## src/rtl/wb_rr_arbiter.sv

```systemverilog
// Round-robin Wishbone arbiter: 1-cycle grant latency, grant held for the whole cyc, min one idle cycle between owners.
// Backpressure is the slave's ack; non-owners simply wait. A stb-without-ack watchdog aborts a hung owner.
module wb_rr_arbiter #(
  parameter int NUM_MASTERS = 2,
  parameter int ADDR_WIDTH  = 2,
  parameter int DATA_WIDTH  = 8,
  parameter int TIMEOUT     = 16
) (
  input  logic                              clk_i,
  input  logic                              rst_i,
  input  logic [NUM_MASTERS-1:0]            m_cyc_i,
  input  logic [NUM_MASTERS-1:0]            m_stb_i,
  input  logic [NUM_MASTERS-1:0]            m_we_i,
  input  logic [NUM_MASTERS*ADDR_WIDTH-1:0] m_adr_i,
  input  logic [NUM_MASTERS*DATA_WIDTH-1:0] m_dat_i,
  output logic [NUM_MASTERS-1:0]            m_ack_o,
  output logic [NUM_MASTERS-1:0]            m_err_o,
  output logic [DATA_WIDTH-1:0]             m_dat_o,
  output logic [NUM_MASTERS-1:0]            gnt_o,
  output logic                              s_cyc_o,
  output logic                              s_stb_o,
  output logic                              s_we_o,
  output logic [ADDR_WIDTH-1:0]             s_adr_o,
  output logic [DATA_WIDTH-1:0]             s_dat_o,
  input  logic                              s_ack_i,
  input  logic [DATA_WIDTH-1:0]             s_dat_i
);

  localparam int PW = (NUM_MASTERS > 1) ? $clog2(NUM_MASTERS) : 1;
  localparam int CW = (TIMEOUT > 2) ? $clog2(TIMEOUT) : 1;
  localparam logic [CW-1:0] LAST = (TIMEOUT > 0) ? CW'(TIMEOUT - 1) : '0;

  typedef enum logic [1:0] {IDLE, BUSY, ABORT} state_t;

  state_t                 state_q, state_d;
  logic [NUM_MASTERS-1:0] gnt_q, gnt_d;
  logic [PW-1:0]          ptr_q, ptr_d;
  logic [CW-1:0]          cnt_q, cnt_d;

  logic                   own_cyc, own_stb, own_we;
  logic [ADDR_WIDTH-1:0]  own_adr;
  logic [DATA_WIDTH-1:0]  own_dat;
  logic                   found;
  logic [PW-1:0]          cand, win;

  // While granted, ptr_q is the owner index (it was set to the winner).
  assign own_cyc = m_cyc_i[ptr_q];
  assign own_stb = m_stb_i[ptr_q];
  assign own_we  = m_we_i[ptr_q];
  assign own_adr = m_adr_i[int'(ptr_q)*ADDR_WIDTH +: ADDR_WIDTH];
  assign own_dat = m_dat_i[int'(ptr_q)*DATA_WIDTH +: DATA_WIDTH];

  assign m_dat_o = s_dat_i;
  assign gnt_o   = gnt_q;

  always_comb begin
    found = 1'b0;
    cand  = '0;
    win   = ptr_q;
    for (int i = 1; i <= NUM_MASTERS; i++) begin
      cand = PW'((int'(ptr_q) + i) % NUM_MASTERS);
      if (!found && m_cyc_i[cand]) begin
        found = 1'b1;
        win   = cand;
      end
    end
  end

  always_comb begin
    state_d = state_q;
    gnt_d   = gnt_q;
    ptr_d   = ptr_q;
    cnt_d   = '0;
    s_cyc_o = 1'b0;
    s_stb_o = 1'b0;
    s_we_o  = 1'b0;
    s_adr_o = '0;
    s_dat_o = '0;
    m_ack_o = '0;
    m_err_o = '0;
    case (state_q)
      IDLE: begin
        if (found) begin
          gnt_d      = '0;
          gnt_d[win] = 1'b1;
          ptr_d      = win;
          state_d    = BUSY;
        end
      end
      BUSY: begin
        s_cyc_o          = own_cyc;
        s_stb_o          = own_stb;
        s_we_o           = own_we;
        s_adr_o          = own_adr;
        s_dat_o          = own_dat;
        m_ack_o[ptr_q]   = s_ack_i;
        if (s_ack_i)
          cnt_d = '0;
        else if (own_stb)
          cnt_d = cnt_q + 1'b1;
        else
          cnt_d = cnt_q;
        if (!own_cyc) begin
          state_d = IDLE;
          gnt_d   = '0;
          cnt_d   = '0;
        end else if (TIMEOUT > 0 && own_stb && !s_ack_i && cnt_q == LAST) begin
          // Ack on this same cycle would have taken the branch above: ack wins.
          m_err_o[ptr_q] = 1'b1;
          state_d        = ABORT;
          cnt_d          = '0;
        end
      end
      ABORT: begin
        if (!own_cyc) begin
          state_d = IDLE;
          gnt_d   = '0;
        end
      end
      default: begin
        state_d = IDLE;
        gnt_d   = '0;
      end
    endcase
  end

  always_ff @(posedge clk_i) begin
    if (!rst_i) begin
      state_q <= IDLE;
      gnt_q   <= '0;
      ptr_q   <= PW'(NUM_MASTERS - 1);
      cnt_q   <= '0;
    end else begin
      state_q <= state_d;
      gnt_q   <= gnt_d;
      ptr_q   <= ptr_d;
      cnt_q   <= cnt_d;
    end
  end

endmodule

```

## config.mk

```make
export PLATFORM = sky130hd
export DESIGN_NAME = wb_rr_arbiter
export DESIGN_NICKNAME = d
export VERILOG_FILES = /design/src/rtl/wb_rr_arbiter.sv
export SDC_FILE = /design/constraint.sdc
export NUM_CORES = 1
export LEC_CHECK = 0
export BUFFER_PORTS_ARGS = -buffer_cell sky130_fd_sc_hd__buf_2
export CAP_MARGIN = 30
export CORE_UTILIZATION = 41
export CTS_BUF_LIST = sky130_fd_sc_hd__clkbuf_2 sky130_fd_sc_hd__clkbuf_4 sky130_fd_sc_hd__clkbuf_8
export CTS_CLUSTER_DIAMETER = 150
export DETAILED_ROUTE_END_ITERATION = 8
export PLACE_DENSITY = 0.8
export REMOVE_ABC_BUFFERS = 1
export SKIP_CTS_REPAIR_TIMING = 1
export SLEW_MARGIN = 10
export SYNTH_ARGS = -nofsm -noshare
export SYNTH_HDL_FRONTEND = slang
export SYNTH_SLANG_ARGS = --single-unit
```

## constraint.sdc

```tcl
create_clock -name clk_i -period 1.7 [get_ports clk_i]
set_input_delay 0.34 -clock clk_i [delete_from_list [all_inputs] [get_ports clk_i]]
set_output_delay 0.34 -clock clk_i [all_outputs]
set_load 0.02 [all_outputs]
```

==> results.py <==
metrics = {
    "clocking": {
        "cts_inserted_buffers": 3,
        "path_clk_slew_ns": 0.07,
        "cts.root.buffer_cell": "clkbuf_4",
        "ctsLongestPathBuffers": 2,
        "htree_num_levels": 1,
        "clkLatencyLatePin_ns": 0.27,
        "clkSinkCount": 9,
        "cts_tree": "yes",
    },
    "synthesis": {
        "ys_async_sr_fraction_pct": 0,
        "synth-edff-count": 0,
        "yosysWarnings": 0,
        "synth_seq_cells": 9,
        "netlist-cell-type-count": 32,
        "synth_largest_type_area_fraction_pct": 21.8,
        "syn_area_per_cell_um2": 8.03,
        "synthCells": 103,
        "synth_sequential_area_ratio_pct": 21.8,
        "synthesis.area_um2": 827,
        "synth.area.top_cells": "dfxtp_1 (22%), mux2i_1 (15%), nor2b_1 (12%)",
        "synth_area_leader_cell": "dfxtp_1",
        "synth-main-ff-cell": "dfxtp_1",
    },
    "routing": {
        "drc_violations_left": 0,
        "ant_nets": 0,
        "drt_pre_antenna_iters": 4,
        "vias": 904,
        "routed_wl_um": 2340,
        "drt-wirelength-per-cell_um": 13.0,
        "dr.first_iter.drc_count": 9,
        "vias_per_cell": 5.02,
    },
    "die": {
        "die_area_um2": 2200,
        "dieWidth_um": 46.9,
        "start_util_pct": 45.9,
        "die-height_um": 46.9,
        "coreArea_um2": 1800,
        "floorplan.io_pins": 64,
        "placementRows": 15,
    },
    "final_layout": {
        "finish.net_count": 197,
        "area.sequential_um2": 188,
        "filler_cell_count": 155,
        "antennaDiodeCount": 0,
        "area_growth_syn_to_layout_pct": 45.4,
        "post_layout_nonfiller_instances": 180,
        "design_area_um2": 1200,
        "multi_input_comb_area_um2": 599,
        "layout-drive-gt1-share_pct": 47.1,
    },
    "global_route": {
        "maximum_number_of_pins_on_one_net_before_global_route_repair": 19,
        "total_routing_usage_reported_by_global_routing_pct": 19.7,
        "grt.busiest_layer": "met2",
        "met1_usage_pct": 23.0,
        "met3_usage_grt_pct": 8.08,
        "met2_track_utilization_from_global_routing_pct": 30.8,
        "grt_first_pass_wirelength_um": 3020,
        "number_of_antenna_violations_at_the_first_check_in_global_routing": 0,
        "grt.overflow.total": 0,
        "grt_pass1_vias": 722,
    },
    "run_status": {
        "violations": "negative setup slack",
        "run_status": "finished, violations left",
    },
    "worst_setup_path": {
        "crit_path_frequent_cell": "and4b_1",
        "master_of_the_slowest_instance_on_the_critical_path": "dfxtp_2",
        "path_max_fanout": 3,
        "logic_depth_of_the_worst_register_to_register_path": 6,
        "start_kind": "flip-flop",
        "reg2reg_setup_slack_ns": 0.16,
        "critPathRequiredTime_ns": 1.36,
        "critPathKind": "flip-flop to primary output",
        "maximum_cell_stage_delay_along_the_critical_path_ns": 0.35,
        "timing.rr.start": "state_q[0]",
        "worstPathCellList": "ha_4, and4b_1, nor2b_4, and4b_1, buf_6",
        "timing.critical_path.to_type": "primary output",
        "timing.critical_path.arrival_ns": 1.53,
        "timing.rr.end": "state_q[0]",
    },
    "timing": {
        "final.setup_skew_ns": 0.00462,
        "worst_slew_pin_slew_ns": 0.322,
        "timing.final.crit_period_ns": 1.87,
        "period_share_pct": 110,
        "setup_viol": 2,
        "finalHoldViolCount": 0,
        "slew-limit-headroom_pct": 78.5,
        "max_slew_violation_count": 0,
        "setup_repair_after_global_routing_missed_its_margin": "yes",
        "setup_ws_ns": -0.170,
        "final.setup.tns_ns": -0.327,
        "fmax_mhz": 535,
    },
    "place": {
        "hpwlAfterDp_um": 1680,
        "io_buffers": 47,
        "place.gp.congestion": 0.811,
        "numPlacedInstances": 169,
        "detailed_place.area_um2": 1060,
    },
    "power_and_ir_drop": {
        "power_frac_seq_pct": 29.5,
        "clkPwrFrac_pct": 20.7,
        "switching_share_pct": 39.0,
        "irDropWorstVdd_mv": 0.347,
        "power_density_nw_per_um2": 691,
        "combinational_share_of_power_pct": 49.7,
        "total_switching_power_mw": 0.324,
        "cell_internal_pwr_mw": 0.507,
        "leakage_nw": 0.643,
    },
    "worst_hold_path": {
        "holdCritPathClass": "input port to flip-flop",
        "whs_path_depth": 2,
        "hold_endpoint": "ptr_q",
        "hp-start": "rst_i",
    },
    "run": {
        "cap_violations": 0,
    },
}
layout by cell type, fill, tap and decap left out, types with 2 or more instances in the layout:
master	Yosys	layout
nor2_1	9	9
and4b_1	2	2
mux2i_1	12	12
inv_1	4	3
a21oi_1	6	6
ha_1	4	2
o21ai_0	3	3
buf_6	0	3
nand3_1	3	3
buf_4	8	10
dfxtp_1	9	5
ha_4	0	2
nand2_1	5	5
buf_2	2	45
and3_1	2	2
dfxtp_2	0	3
nor2b_1	16	15
clkbuf_4	0	4
through the flow:
stage          utilization (%)  worst slack (ns)  total power, mW  hold WS [ns]
3_5_place_dp              58.7           -0.0371            0.619         0.474
3_3_place_gp              58.7            0.0939            0.609         0.466
4_1_cts                   60.2            -0.346            0.796         0.297
5_1_grt                   66.7            -0.253            0.893         0.316
2_1_floorplan                -            -0.288            0.489         0.416
6_report                  66.7            -0.170            0.831         0.303
routing by layer:
| layer | share of wire (%) | wire (µm) |
|---|---|---|
| met5 | 0 | 0 |
| met1 | 42 | 974 |
| met3 | 5.0 | 116 |
| met4 | 1.5 | 34 |
| met2 | 52 | 1220 |
cells in the mapped netlist, types with 2 or more instances:
cell / n
nand2_1: 5
mux2i_1: 12
and4b_1: 2
buf_4: 8
and3_1: 2
o21ai_0: 3
buf_2: 2
dfxtp_1: 9
nor2b_1: 16
inv_1: 4
nand3_1: 3
a21oi_1: 6
nor2_1: 9
ha_1: 4
state kept, by name, indices dropped and copies added, names as in the netlist:
register	count
cnt_q	4
gnt_o	2
state_q	2
ptr_q	1
cell type report:
cell class                      instances  share of cell area [%]
Clock buffer                            3                    1.87
Timing Repair Buffer                   59                    28.4
Inverter                                4                    1.25
Multi-Input combinational cell         79                    49.8
Tap cell                               25                    2.60
Sequential cell                         9                    15.6
Clock inverter                          1                   0.416
critical path, delay by kind of cell, from the launching register on:
| kind | cells | cell delay, ns |
|---|---|---|
| and+or+nand+nor | 3 | 0.65 |
| buffers and inverters | 1 | 0.13 |
| DFF | 1 | 0.35 |
| adders and majority gates | 1 | 0.13 |
power groups by stage:
stage	clock (mW)	sequential [mW]	combinational, mW
final	0.172	0.245	0.413
after global routing	0.197	0.247	0.450
after CTS	0.180	0.241	0.375
after detailed placement	0	0.246	0.374
after global placement	0	0.244	0.365
after floorplan	0	0.263	0.226
logic make-up after synthesis:
logic type               after synthesis  synth area share [%]
XOR/XNOR                               1                  1.06
multiplexers                          14                  18.0
flip-flops                             9                  21.8
AO/OA/AOI/OAI                         16                  11.7
AND/OR/NAND/NOR                       43                  29.5
adder cells (fa/ha/maj)                5                  7.26
buffers and inverters                 15                  10.7
worst max path at each step:
stage                         from  slack, ns          to  cells after the start
after floorplan              ptr_q      -0.29  m_err_o[0]                      3
after global placement     s_ack_i       0.09  m_err_o[0]                      5
after detailed placement  cnt_q[1]      -0.04  m_err_o[0]                      5
after CTS                 cnt_q[1]      -0.35  m_err_o[0]                      5
after global routing      cnt_q[1]      -0.25  m_err_o[0]                      5
final                     cnt_q[1]      -0.17  m_err_o[0]                      5
Power figures use the tool's default switching activity.
